`config.mk`:
```
export PLATFORM = sky130hd
export DESIGN_NAME = can_tx_scheduler_flat
export DESIGN_NICKNAME = d
export VERILOG_FILES = /design/src/rtl/can_tx_scheduler_if.sv /design/src/rtl/can_tx_scheduler.sv /design/src/flat_wrapper.sv
export SDC_FILE = /design/constraint.sdc
export NUM_CORES = 1
export LEC_CHECK = 0
export ABC_CLOCK_PERIOD_IN_PS = 3100
export CAP_MARGIN = 0
export CORE_MARGIN = 5
export CORE_UTILIZATION = 45
export CTS_CLUSTER_DIAMETER = 100
export DETAILED_ROUTE_END_ITERATION = 12
export PLACE_DENSITY = 0.75
export SLEW_MARGIN = 0
export SYNTH_ARGS = -nofsm -noshare
export SYNTH_HDL_FRONTEND = slang
export SYNTH_SLANG_ARGS = --single-unit
```
`constraint.sdc`:
```
create_clock -name clock -period 3.1 [get_ports clock]
set_input_delay 0.31 -clock clock [delete_from_list [all_inputs] [get_ports clock]]
set_output_delay 0.31 -clock clock [all_outputs]
set_load 0.02 [all_outputs]
```
`src/rtl/can_tx_scheduler_if.sv`:
```
// Transmitter-side bus shared between the scheduler and the CAN transmitter.
// The scheduler drives the launch strobe and frame fields; the transmitter
// returns its busy level and the per-attempt outcome pulses.
interface can_tx_scheduler_if #(
    parameter int ID_W = 11
);
    logic            tx_start;
    logic [ID_W-1:0] tx_id;
    logic [7:0]      tx_data;
    logic            tx_busy;
    logic            tx_done;
    logic            tx_arb_lost;
    logic            tx_error;

    modport master (
        output tx_start, tx_id, tx_data,
        input  tx_busy, tx_done, tx_arb_lost, tx_error
    );

    modport slave (
        input  tx_start, tx_id, tx_data,
        output tx_busy, tx_done, tx_arb_lost, tx_error
    );
endinterface

```
`src/rtl/can_tx_scheduler.sv`:
```
// CAN transmit scheduler: arbitrates four requesters by identifier (lowest
// wins, ties to the lowest index), launches the winner, retries after lost
// arbitration / bus error / response timeout, enforces an idle gap after
// every attempt and reports done or fail per requester.
module can_tx_scheduler #(
    parameter int ID_W         = 11,
    parameter int MAX_RETRY    = 3,
    parameter int IFS_BITS     = 3,
    parameter int TIMEOUT_BITS = 200
) (
    input  logic                clock,
    input  logic                reset,
    input  logic                bit_tick,
    input  logic [3:0]          req,
    input  logic [4*ID_W-1:0]   req_id,
    input  logic [31:0]         req_data,
    output logic [3:0]          req_done,
    output logic [3:0]          req_fail,
    output logic                busy,
    output logic [1:0]          active_idx,
    can_tx_scheduler_if.master  tx
);

    typedef enum logic [1:0] {
        ST_IDLE   = 2'd0,
        ST_LAUNCH = 2'd1,
        ST_WAIT   = 2'd2,
        ST_IFS    = 2'd3
    } state_t;

    localparam logic [3:0] RETRY_LIMIT = 4'(MAX_RETRY);
    localparam logic [3:0] IFS_LAST    = 4'(IFS_BITS - 1);
    localparam logic [7:0] TO_LAST     = 8'(TIMEOUT_BITS - 1);

    state_t          state_q;
    logic [3:0]      retry_q;
    logic [1:0]      last_idx_q;
    logic [1:0]      active_idx_q;
    logic [7:0]      timeout_q;
    logic [3:0]      ifs_q;
    logic            tx_start_q;
    logic [ID_W-1:0] tx_id_q;
    logic [7:0]      tx_data_q;
    logic [3:0]      done_q;
    logic [3:0]      fail_q;
    logic            busy_q;

    logic [1:0]      win_idx_d;
    logic [ID_W-1:0] win_id_d;
    logic            win_found_d;
    logic [7:0]      win_data_d;
    logic [3:0]      retry_d;
    logic [3:0]      active_oh_d;
    logic            timeout_hit_d;
    logic            attempt_lost_d;

    // Winner search: strict less-than keeps the lowest index on equal ids.
    always_comb begin
        win_idx_d   = 2'd0;
        win_id_d    = {ID_W{1'b0}};
        win_found_d = 1'b0;
        for (int i = 0; i < 4; i++) begin
            logic take;
            take        = req[i] && (!win_found_d || (req_id[i*ID_W +: ID_W] < win_id_d));
            win_found_d = win_found_d | take;
            win_idx_d   = take ? 2'(i) : win_idx_d;
            win_id_d    = take ? req_id[i*ID_W +: ID_W] : win_id_d;
        end
        win_data_d = req_data[{win_idx_d, 3'b000} +: 8];
    end

    // Attempt outcome helpers used while waiting on the transmitter.
    always_comb begin
        retry_d        = retry_q + 4'd1;
        active_oh_d    = 4'b0001 << active_idx_q;
        timeout_hit_d  = bit_tick && (timeout_q == TO_LAST);
        attempt_lost_d = tx.tx_error || tx.tx_arb_lost || timeout_hit_d;
    end

    // Scheduler state machine with all outputs registered.
    always_ff @(posedge clock or posedge reset) begin
        if (reset) begin
            state_q      <= ST_IDLE;
            retry_q      <= 4'd0;
            last_idx_q   <= 2'd0;
            active_idx_q <= 2'd0;
            timeout_q    <= 8'd0;
            ifs_q        <= 4'd0;
            tx_start_q   <= 1'b0;
            tx_id_q      <= {ID_W{1'b0}};
            tx_data_q    <= 8'd0;
            done_q       <= 4'd0;
            fail_q       <= 4'd0;
            busy_q       <= 1'b0;
        end else begin
            tx_start_q <= 1'b0;
            done_q     <= 4'd0;
            fail_q     <= 4'd0;
            case (state_q)
                ST_IDLE: begin
                    if ((|req) && !tx.tx_busy) begin
                        tx_id_q      <= win_id_d;
                        tx_data_q    <= win_data_d;
                        active_idx_q <= win_idx_d;
                        // A different winner starts a fresh retry budget.
                        if (win_idx_d != last_idx_q) begin
                            retry_q <= 4'd0;
                        end
                        tx_start_q <= 1'b1;
                        busy_q     <= 1'b1;
                        state_q    <= ST_LAUNCH;
                    end
                end
                ST_LAUNCH: begin
                    timeout_q <= 8'd0;
                    state_q   <= ST_WAIT;
                end
                ST_WAIT: begin
                    if (bit_tick) begin
                        timeout_q <= timeout_q + 8'd1;
                    end
                    if (tx.tx_done) begin
                        done_q  <= active_oh_d;
                        retry_q <= 4'd0;
                        ifs_q   <= 4'd0;
                        state_q <= ST_IFS;
                    end else if (attempt_lost_d) begin
                        last_idx_q <= active_idx_q;
                        ifs_q      <= 4'd0;
                        state_q    <= ST_IFS;
                        if (retry_d == RETRY_LIMIT) begin
                            fail_q  <= active_oh_d;
                            retry_q <= 4'd0;
                        end else begin
                            retry_q <= retry_d;
                        end
                    end
                end
                ST_IFS: begin
                    if (bit_tick) begin
                        if (ifs_q == IFS_LAST) begin
                            busy_q  <= 1'b0;
                            state_q <= ST_IDLE;
                        end else begin
                            ifs_q <= ifs_q + 4'd1;
                        end
                    end
                end
                default: begin
                    busy_q  <= 1'b0;
                    state_q <= ST_IDLE;
                end
            endcase
        end
    end

    assign tx.tx_start = tx_start_q;
    assign tx.tx_id    = tx_id_q;
    assign tx.tx_data  = tx_data_q;
    assign req_done    = done_q;
    assign req_fail    = fail_q;
    assign busy        = busy_q;
    assign active_idx  = active_idx_q;

endmodule
```
`src/flat_wrapper.sv`:
```
// flat-port wrapper written by rule: the top's interface ports become plain ports
module can_tx_scheduler_flat 
#(
    parameter int ID_W         = 11,
    parameter int MAX_RETRY    = 3,
    parameter int IFS_BITS     = 3,
    parameter int TIMEOUT_BITS = 200
)
  (clock, reset, bit_tick, req, req_id, req_data, req_done, req_fail, busy, active_idx, tx_tx_start, tx_tx_id, tx_tx_data, tx_tx_busy, tx_tx_done, tx_tx_arb_lost, tx_tx_error);
  can_tx_scheduler_if #(.ID_W(ID_W)) tx_i ();
  input  logic clock;
  input  logic reset;
  input  logic bit_tick;
  input  logic [3:0] req;
  input  logic [4*ID_W-1:0] req_id;
  input  logic [31:0] req_data;
  output logic [3:0] req_done;
  output logic [3:0] req_fail;
  output logic busy;
  output logic [1:0] active_idx;
  output wire logic [$bits(tx_i.tx_start)-1:0] tx_tx_start;
  output wire logic [$bits(tx_i.tx_id)-1:0] tx_tx_id;
  output wire logic [$bits(tx_i.tx_data)-1:0] tx_tx_data;
  input wire logic [$bits(tx_i.tx_busy)-1:0] tx_tx_busy;
  input wire logic [$bits(tx_i.tx_done)-1:0] tx_tx_done;
  input wire logic [$bits(tx_i.tx_arb_lost)-1:0] tx_tx_arb_lost;
  input wire logic [$bits(tx_i.tx_error)-1:0] tx_tx_error;
  assign tx_tx_start = tx_i.tx_start;
  assign tx_tx_id = tx_i.tx_id;
  assign tx_tx_data = tx_i.tx_data;
  assign tx_i.tx_busy = tx_tx_busy;
  assign tx_i.tx_done = tx_tx_done;
  assign tx_i.tx_arb_lost = tx_tx_arb_lost;
  assign tx_i.tx_error = tx_tx_error;
  can_tx_scheduler #(.ID_W(ID_W), .MAX_RETRY(MAX_RETRY), .IFS_BITS(IFS_BITS), .TIMEOUT_BITS(TIMEOUT_BITS)) u_core (.clock(clock), .reset(reset), .bit_tick(bit_tick), .req(req), .req_id(req_id), .req_data(req_data), .req_done(req_done), .req_fail(req_fail), .busy(busy), .active_idx(active_idx), .tx(tx_i));
endmodule
```
==> out/qor.csv, run 1 <==
metric;value;unit
number of buffers created by CTS;5;
chip height;104.4;um
worst stage delay on the critical path;310;ps
vias in the first global route;4411;
NetSw;0.001527;W
Worst EP required;3350;ps
Comb pwr share;0.604;
# Max-Cap Violations;0;
gp weighted congestion;0.9652;
period utilisation layout;1.902;
Final Hold Viols;0;
CTS tree;done;
antenna violations before repair;0;
core area;8721;um2
reg-to-reg slack, setup;530;ps
LEAKAGE;3.031;nW
failing checks;setup timing;
CP max FO;11;
largest net degree at the start of global routing;52;
clock skew;6.140;ps
# port buffers;117;
power share of the sequential group;0.291;
Async SR Flop Fraction;1.000;
area leader, netlist;dfrtp_1;
P per Cell Area;537.1;nW/um2
Worst-Skew Late Latency;310;ps
Post-Place Cells;755;
fraction of layout cells with a size suffix above 1;0.3109;
Syn Area/Cell;8.345;um2
Hold Startpoint;u_core.tx.tx_id[5]$_DFFE_PP0P_;
Synthesis Warnings;0;
clock sinks;51;
Residual DRC;0;
Synth top area share;0.3180;
worst hold path depth;2;
CP Class;in2reg;
min cycle time layout;5897;ps
worst r2r dst;u_core.ifs_q[3]$_DFFE_PP0P_;
hold crit path type;reg2reg;
H-tree depth;2;
run status;finished, violations left;
worst r2r src;u_core.timeout_q[3]$_DFFE_PP0P_;
clock-pin slew of the registers on the worst-case setup and hold paths;90;ps
top cells by area in the synthesized netlist;dfrtp_1 (32%), ha_1 (12%), mux2i_1 (9.2%);
maximum vdd drop;291.5;uV
Place WS;-3505;ps
Antenna diodes;0;
post-placement cell area;5959;um2
Die Area;10910;um2
first-pass GRT wire length;21.44;mm
fillers;528;
Post-synth EDFFs;0;
Sw Ratio;0.4209;
leading register cell type out of synthesis;dfrtp_1;
setup ws final;-2797;ps
Syn-to-layout area delta;68.30;%
std cell rows;34;
total negative setup slack;-66110;ps
Finished Cell Area;6755;um2
library cells used by synthesis;64;
Max Buffers Root-to-Sink;2;
Fin Hold WS;478.6;ps
Slowest-stage cell, CP;mux2i_2;
r2r worst-path depth;6;
type of element capturing the critical path;flip-flop;
Cells after Synth;481;
internal power;0.002101;W
Fmax;0.1696;GHz
max-slew violations;0;
nature of the critical path startpoint;input pin;
hold buffer count at cts;0;
Routed Antenna Nets;0;
worst slew pin tran;1036;ps
RSZ-0062 raised after global routing;yes;
Seq cells post-synth;51;
Root Driver;clkbuf_8;
Post-Layout Cell Count;790;
clock group share of total power;0.105;
Netlist Area Pre-Place;4014;um2
Initial Util;0.4603;
Final Setup Violations;25;
die width;104.4;um
relative slew slack;0.3084;
Critical Path AT;6150;ps
Final HPWL DP;9.841;mm
Seq/Total Area, Yosys;0.3180;
Pre-antenna DRT Iters;5;
DRT Wirelength;14.45;mm
DR iter-0 viols;194;
GR Overflow Total;0;
DR vias;4444;
I/O pin count;118;
Tot GR Track Use;0.2345;
Via density;5.625;
Mapped Nets;607;
WL/cell;18.29;um
Hold Path End;u_core.tx.tx_id[5]$_DFFE_PP0P_;
Final nets;807;
-- cells in the mapped netlist, types with 3 or more instances --
cell type,instances
and2_1,3
inv_1,41
nand2b_1,8
a211o_1,3
mux2i_1,37
o31a_1,3
nand3_1,21
a21o_1,3
dfrtp_1,51
or3_1,4
xor2_1,3
nand2_1,83
mux2_2,3
nor2b_1,3
nand4_1,6
a21oi_2,3
buf_2,4
nor3_1,6
o21ai_0,48
ha_1,39
a21oi_1,21
nor2_1,26
clkbuf_1,9
-- cell type report --
class / instances / area, um2 / area share
clock buffer: 6 / 72.57 / 0.01074
clock inverter: 2 / 12.51 / 0.001852
inverter: 41 / 153.9 / 0.02278
multi-input combinational: 372 / 3138 / 0.4645
sequential: 51 / 1276 / 0.1889
tap: 108 / 135.1 / 0.02000
timing repair buffer: 210 / 1967 / 0.2912
-- how the worst max path moves through the flow --
stage,start,to,cells past startpoint
3_3_place_gp,req[0],u_core.retry_q[0]$_DFFE_PP0P_,30
4_1_cts,req[0],u_core.retry_q[0]$_DFFE_PP0P_,32
2_1_floorplan,req[0],u_core.retry_q[0]$_DFFE_PP0P_,34
6_report,req_id[13],u_core.tx.tx_id[2]$_DFFE_PP0P_,33
5_1_grt,req_id[3],u_core.tx.tx_id[2]$_DFFE_PP0P_,34
3_5_place_dp,req[0],u_core.retry_q[0]$_DFFE_PP0P_,31
-- registers in the layout, indices dropped and copies added (netlist names), 4 cells and up --
register           cells
u_core.tx.tx_id       11
u_core.timeout_q       8
u_core.tx.tx_data      8
u_core.ifs_q           4
u_core.req_done        4
u_core.req_fail        4
u_core.retry_q         4
-- layer usage --
metal  vias to the layer above  track usage  routed length [um]
li1                       2089            -                   -
met1                      2163       0.2753                5503
met2                       157       0.4299                7790
met3                        35      0.04531                 725
met4                         0      0.06568                 433
met5                         -            0                   0
-- power by group through the flow --
stage	Clock [W]	Combinational, W	Sequential [W]
after floorplan	0	0.000977	0.00118
after global placement	0	0.00181	0.00105
after detailed placement	0	0.00187	0.00106
after CTS	0.000389	0.00199	0.00105
after global routing	0.000418	0.00236	0.00108
final	0.000382	0.00219	0.00105
-- cell usage in the layout (no fill, tap or decap), drive strengths merged, types with 4 or more instances in the layout --
| master | Yosys | final |
|---|---|---|
| clkdlybuf4s50 | 0 | 96 |
| buf | 8 | 92 |
| nand2 | 83 | 83 |
| dfrtp | 51 | 51 |
| o21ai | 49 | 49 |
| inv | 41 | 41 |
| ha | 39 | 39 |
| mux2i | 37 | 37 |
| nor2 | 27 | 27 |
| a21oi | 24 | 24 |
| nand3 | 21 | 21 |
| clkbuf | 9 | 15 |
| clkdlybuf4s15 | 0 | 9 |
| nand2b | 8 | 8 |
| nand4 | 8 | 8 |
| nor3 | 7 | 7 |
| or3 | 4 | 4 |
| and2 | 4 | 4 |
-- kinds of logic (layout without fill, tap and decap cells) --
group / after synthesis / after routing / share of synthesized area
and+or+nand+nor: 184 / 184 / 0.2244
xor gates and xnor gates: 5 / 5 / 0.01091
AOI/OAI and AO/OA: 104 / 104 / 0.1643
buffers and inverters: 58 / 259 / 0.06016
muxes: 40 / 40 / 0.1007
DFF: 51 / 51 / 0.3180
adders and majority gates: 39 / 39 / 0.1216
-- timing repair --
item / CTS / global route
cloned: 4 / 1
resized for setup: 78 / 60
buffers inserted: 15 / 8
setup endpoints to repair: 25 / 25
pin swaps: 31 / 32
-- stage by stage --
| step | util | total power, W |
|---|---|---|
| global placement | 0.6834 | 0.002858 |
| detailed placement | 0.6834 | 0.002926 |
| global route | 0.7746 | 0.003857 |
| floorplan | - | 0.002161 |
| CTS | 0.7400 | 0.003428 |
| finish | 0.7746 | 0.003628 |
-- worst max-delay path: cells and delay by family --
family | cells | cell delay (ps)
AND/OR/NAND/NOR | 13 | 1930
buffers and inverters | 8 | 1260
multiplexers | 2 | 510
adder cells (fa/ha/maj) | 3 | 860
AO/OA/AOI/OAI | 7 | 1260
(Power assumes the default switching activity.)
==> inputs of run 2 (changes only) <==
--- a/config.mk
+++ b/config.mk
@@ -12,6 +12,7 @@
 export CTS_CLUSTER_DIAMETER = 100
 export DETAILED_ROUTE_END_ITERATION = 12
 export PLACE_DENSITY = 0.75
+export SETUP_SLACK_MARGIN = 0.5
 export SLEW_MARGIN = 0
 export SYNTH_ARGS = -nofsm -noshare
 export SYNTH_HDL_FRONTEND = slang
==> out/qor.csv, run 2 (synthesized netlist as in run 1, its figures left out) <==
metric;value;unit;change
Routed Antenna Nets;0;;unchanged
Residual DRC;0;;unchanged
die width;104.4;um;unchanged
setup ws final;-3179;ps;was -2797 ps
# Max-Cap Violations;0;;unchanged
Via density;5.747;;was 5.625
Max Buffers Root-to-Sink;2;;unchanged
antenna violations before repair;0;;unchanged
type of element capturing the critical path;flip-flop;;unchanged
total power;0.003655;W;was 0.003628 W
Slowest-stage cell, CP;or3b_4;;was mux2i_2
DR iter-0 viols;261;;was 194
chip height;104.4;um;unchanged
Worst EP required;3270;ps;was 3350 ps
run status;finished, violations left;;unchanged
P per Cell Area;540.2;nW/um2;was 537.1 nW/um2
Fmax;0.1593;GHz;was 0.1696 GHz
clock sinks;51;;unchanged
I/O pin count;118;;unchanged
worst slew pin tran;1039;ps;was 1036 ps
max-slew violations;0;;unchanged
Final Setup Violations;25;;unchanged
clock skew;5.936;ps;was 6.140 ps
maximum vdd drop;291.6;uV;was 291.5 uV
WL/cell;19.45;um;was 18.29 um
hold crit path type;reg2reg;;unchanged
H-tree depth;2;;unchanged
first-pass GRT wire length;21.44;mm;unchanged
Tot GR Track Use;0.2345;;unchanged
LEAKAGE;3.048;nW;was 3.031 nW
max reg flops;11;;unchanged
total negative setup slack;-74760;ps;was -66110 ps
vias in the first global route;4411;;unchanged
Root Driver;clkbuf_8;;unchanged
post-placement cell area;5959;um2;unchanged
gp weighted congestion;0.9652;;unchanged
min cycle time layout;6279;ps;was 5897 ps
relative slew slack;0.3063;;was 0.3084
Critical Path AT;6440;ps;was 6150 ps
largest net degree at the start of global routing;52;;unchanged
Crit path top cell by count;buf_12;;
most frequent cells in the layout;clkdlybuf4s50_1 (96), buf_4 (83), nand2_1 (73);;was clkdlybuf4s50_1 (96), buf_4 (82), nand2_1 (73)
Finished Cell Area;6766;um2;was 6755 um2
period utilisation layout;2.025;;was 1.902
# port buffers;117;;unchanged
CP max FO;8;;was 11
Final HPWL DP;9.841;mm;unchanged
nature of the critical path startpoint;input pin;;unchanged
CTS tree;done;;unchanged
fillers;527;;was 528
worst stage delay on the critical path;390;ps;was 310 ps
Syn-to-layout area delta;68.58;%;was 68.30%
core area;8721;um2;unchanged
Worst-Skew Late Latency;310;ps;about the same
Final Hold Viols;0;;unchanged
failing checks;setup timing;;unchanged
Pre-antenna DRT Iters;5;;unchanged
Initial Util;0.4603;;unchanged
std cell rows;34;;unchanged
DRT Wirelength;15.41;mm;was 14.45 mm
Final nets;809;;was 807
Die Area;10910;um2;unchanged
Antenna diodes;0;;unchanged
CP Class;in2reg;;unchanged
DR vias;4552;;was 4444
number of buffers created by CTS;5;;unchanged
Fin Hold WS;480.8;ps;was 478.6 ps
clock-pin slew of the registers on the worst-case setup and hold paths;90;ps;about the same
RSZ-0062 raised after global routing;yes;;unchanged
fraction of layout cells with a size suffix above 1;0.3099;;was 0.3109
most common cell after layout, fill and taps aside;clkdlybuf4s50_1;;unchanged
GR Overflow Total;0;;unchanged
-- run 2: worst paths after layout --
| kind | cells after the start | slack (ps) | startpoint | endpoint |
|---|---|---|---|---|
| max in group asynchronous | 2 | 1880 | reset | u_core.tx.tx_data[6]$_DFFE_PP0P_ |
| worst min register to register | 2 | 480 | u_core.tx.tx_id[5]$_DFFE_PP0P_ | u_core.tx.tx_id[5]$_DFFE_PP0P_ |
| worst max register to register | 6 | 640 | u_core.timeout_q[3]$_DFFE_PP0P_ | u_core.ifs_q[3]$_DFFE_PP0P_ |
| min in group asynchronous | 2 | 570 | reset | u_core.tx.tx_id[3]$_DFFE_PP0P_ |
| worst max-delay path | 33 | -3180 | req[0] | u_core.retry_q[2]$_DFFE_PP0P_ |
| worst min-delay path | 2 | 480 | u_core.tx.tx_id[5]$_DFFE_PP0P_ | u_core.tx.tx_id[5]$_DFFE_PP0P_ |
-- run 2: power breakdown --
part           switching [W]  internal [W]
sequential          0.000188      0.000867
combinational        0.00114       0.00108
clock               0.000220      0.000158
total                0.00155       0.00211
-- run 2: per-layer routing --
layer  wire, um  vias up  part of all wire  GRT usage
li1           -     2089                 -          -
met1       5679     2157              0.37     0.2753
met2       7868      232              0.51     0.4299
met3        958       74             0.062    0.04531
met4        901        0             0.058    0.06568
met5          0        -                 0          0
-- run 2: per-stage QoR --
stage	util	setup slack, ps	std cells
final	0.7759	-3179	792
after global placement	0.6834	-3305	755
after detailed placement	0.6834	-3505	755
after CTS	0.7400	-2463	782
after floorplan	-	-2826	481
after global routing	0.7759	-3352	792
-- run 2: cell type report --
| class | instances | area, um2 | share of cell area |
|---|---|---|---|
| clock buffer | 6 | 72.57 | 0.01072 |
| clock inverter | 2 | 12.51 | 0.001849 |
| inverter | 41 | 153.9 | 0.02274 |
| multi-input combinational | 372 | 3114 | 0.4602 |
| sequential | 51 | 1276 | 0.1886 |
| tap | 108 | 135.1 | 0.01997 |
| timing repair buffer | 212 | 2002 | 0.2959 |
-- run 2: worst max-delay path, delay by kind of cell --
family | cells | cell delay (ps)
compound gates | 13 | 2570
fa+ha+maj | 3 | 730
buf+inv | 6 | 680
mux | 1 | 350
simple gates | 10 | 1770
-- run 2: timing repair --
action                                  4_1_cts  5_1_grt
resized for setup                            78       55
hold buffers                                  0        0
endpoints found under the setup margin       25       27
setup buffers                                15        9
cloned                                        4        1
pin swaps                                    31       28
==> inputs of run 3 (changes only) <==
--- a/config.mk
+++ b/config.mk
@@ -13,7 +13,7 @@
 export DETAILED_ROUTE_END_ITERATION = 12
 export PLACE_DENSITY = 0.75
 export SETUP_SLACK_MARGIN = 0.5
-export SLEW_MARGIN = 0
+export SLEW_MARGIN = 25
 export SYNTH_ARGS = -nofsm -noshare
 export SYNTH_HDL_FRONTEND = slang
 export SYNTH_SLANG_ARGS = --single-unit
==> out/qor.csv, run 3 (synthesized netlist as in run 1, its figures left out) <==
metric;value;unit;change
std cell rows;34;;unchanged
most frequent cells in the layout;clkdlybuf4s50_1 (96), buf_4 (83), nand2_1 (73);;unchanged
type of element capturing the critical path;flip-flop;;unchanged
clock group share of total power;0.104;;about the same
number of buffers created by CTS;5;;unchanged
CP Class;in2reg;;unchanged
Pre-antenna DRT Iters;5;;unchanged
Slowest-stage cell, CP;or3b_4;;unchanged
internal power;0.002107;W;about the same
RSZ-0062 raised after global routing;yes;;unchanged
Max Buffers Root-to-Sink;2;;unchanged
period utilisation layout;2.025;;unchanged
worst slew pin tran;864.2;ps;was 1039 ps
max reg flops;11;;unchanged
clock-pin slew of the registers on the worst-case setup and hold paths;90;ps;about the same
setup ws final;-3179;ps;unchanged
Sw Ratio;0.4235;;about the same
P per Cell Area;540.1;nW/um2;was 540.2 nW/um2
GR Overflow Total;0;;unchanged
clock sinks;51;;unchanged
DR iter-0 viols;261;;unchanged
Critical Path AT;6440;ps;about the same
NetSw;0.001548;W;unchanged
CP bufs+invs;6;;unchanged
Finished Cell Area;6768;um2;was 6766 um2
post-placement cell area;5959;um2;unchanged
Final Hold Viols;0;;unchanged
Worst setup startpoint;req[0];;unchanged
worst stage delay on the critical path;390;ps;about the same
# Max-Cap Violations;0;;unchanged
DR vias;4552;;unchanged
Final Setup Violations;25;;unchanged
worst r2r src;u_core.timeout_q[3]$_DFFE_PP0P_;;unchanged
Routed Antenna Nets;0;;unchanged
chip height;104.4;um;unchanged
# port buffers;117;;unchanged
Initial Util;0.4603;;unchanged
Worst-Skew Late Latency;310;ps;about the same
nature of the critical path startpoint;input pin;;unchanged
Post-Place Cells;755;;unchanged
Root Driver;clkbuf_8;;unchanged
H-tree depth;2;;unchanged
I/O pin count;118;;unchanged
hold buffer count at cts;0;;unchanged
core area;8721;um2;unchanged
cell family with most CP delay;compound AO/OA/AOI/OAI gates;;unchanged
LEAKAGE;3.047;nW;was 3.048 nW
Residual DRC;0;;unchanged
most common cell after layout, fill and taps aside;clkdlybuf4s50_1;;unchanged
largest net degree at the start of global routing;52;;unchanged
relative slew slack;0.4232;;was 0.3063
Worst EP required;3270;ps;about the same
min cycle time layout;6279;ps;unchanged
WL/cell;19.45;um;about the same
failing checks;setup timing;;unchanged
CP max FO;8;;unchanged
Die Area;10910;um2;unchanged
Crit path top cell by count;buf_12;;unchanged
Final nets;809;;unchanged
hold crit path type;in2async;;was reg2reg
Final HPWL DP;9.841;mm;unchanged
vias in the first global route;4411;;unchanged
Syn-to-layout area delta;68.61;%;was 68.58%
clock skew;5.938;ps;was 5.936 ps
Tot GR Track Use;0.2345;;unchanged
power share of the sequential group;0.289;;about the same
die width;104.4;um;unchanged
first-pass GRT wire length;21.44;mm;unchanged
gp weighted congestion;0.9652;;unchanged
antenna violations before repair;0;;unchanged
CTS tree;done;;unchanged
Comb pwr share;0.608;;about the same
run status;finished, violations left;;unchanged
Fmax;0.1593;GHz;unchanged
Place WS;-3505;ps;unchanged
DRT Wirelength;15.40;mm;was 15.41 mm
maximum vdd drop;291.6;uV;about the same
fin util;0.7760;;was 0.7759
Via density;5.747;;unchanged
Antenna diodes;0;;unchanged
Post-Layout Cell Count;792;;unchanged
fraction of layout cells with a size suffix above 1;0.3099;;unchanged
max-slew violations;0;;unchanged
==> run 3: power groups by stage <==
stage / clock network (W) / logic (W) / registers (W)
2_1_floorplan: 0 / 0.000977 / 0.00118
3_3_place_gp: 0 / 0.00181 / 0.00105
3_5_place_dp: 0 / 0.00187 / 0.00106
4_1_cts: 0.000389 / 0.00199 / 0.00105
5_1_grt: 0.000417 / 0.00238 / 0.00109
6_report: 0.000379 / 0.00222 / 0.00106
==> run 3: worst paths after layout <==
path / depth (start not counted) / slack, ps / to
setup / recovery: 33 / -3180 / u_core.retry_q[2]$_DFFE_PP0P_
hold / removal: 2 / 470 / u_core.tx.tx_id[3]$_DFFE_PP0P_
setup reg to reg: 6 / 640 / u_core.ifs_q[3]$_DFFE_PP0P_
hold reg to reg: 2 / 480 / u_core.tx.tx_id[5]$_DFFE_PP0P_
max in group asynchronous: 2 / 2110 / u_core.tx.tx_data[6]$_DFFE_PP0P_
min in group clock: 2 / 480 / u_core.tx.tx_id[5]$_DFFE_PP0P_
==> run 3: worst reg2reg max path: stages, from the launching register on <==
cell and delay, ps:
dfrtp_1 440, or4b_2 710, o21ai_2 260, or2_2 200
nand4b_1 220, or3_1 410, a21oi_1 150
==> run 3: cell type report <==
type                            count  area (um2)
Tap cell                          108       135.1
Multi-Input combinational cell    372        3114
Timing Repair Buffer              212        2002
Fill cell                         526        1953
Clock buffer                        6       72.57
Inverter                           41       155.1
Clock inverter                      2       12.51
Sequential cell                    51        1276
==> run 3: metrics by stage <==
stage | TNS (ps) | total power, W | hold slack (ps)
floorplan | -64310 | 0.002161 | 477.6
global placement | -77320 | 0.002858 | 451.3
detailed placement | -82560 | 0.002926 | 463.7
CTS | -57850 | 0.003428 | 483.3
global route | -79670 | 0.003885 | 515.6
finish | -74760 | 0.003655 | 473.5
==> run 3: timing repair <==
| action | in CTS | in global routing |
|---|---|---|
| setup endpoints to repair | 25 | 27 |
| setup buffers | 15 | 9 |
| pin swaps | 31 | 28 |
| cloned | 4 | 1 |
| resized for setup | 78 | 55 |
==> run 3: metal layers <==
| metal | up-vias | GRT usage | share of wire |
|---|---|---|---|
| li1 | 2089 | - | - |
| met1 | 2157 | 0.2753 | 0.37 |
| met2 | 232 | 0.4299 | 0.51 |
| met3 | 74 | 0.04531 | 0.062 |
| met4 | 0 | 0.06568 | 0.058 |
| met5 | - | 0 | 0 |
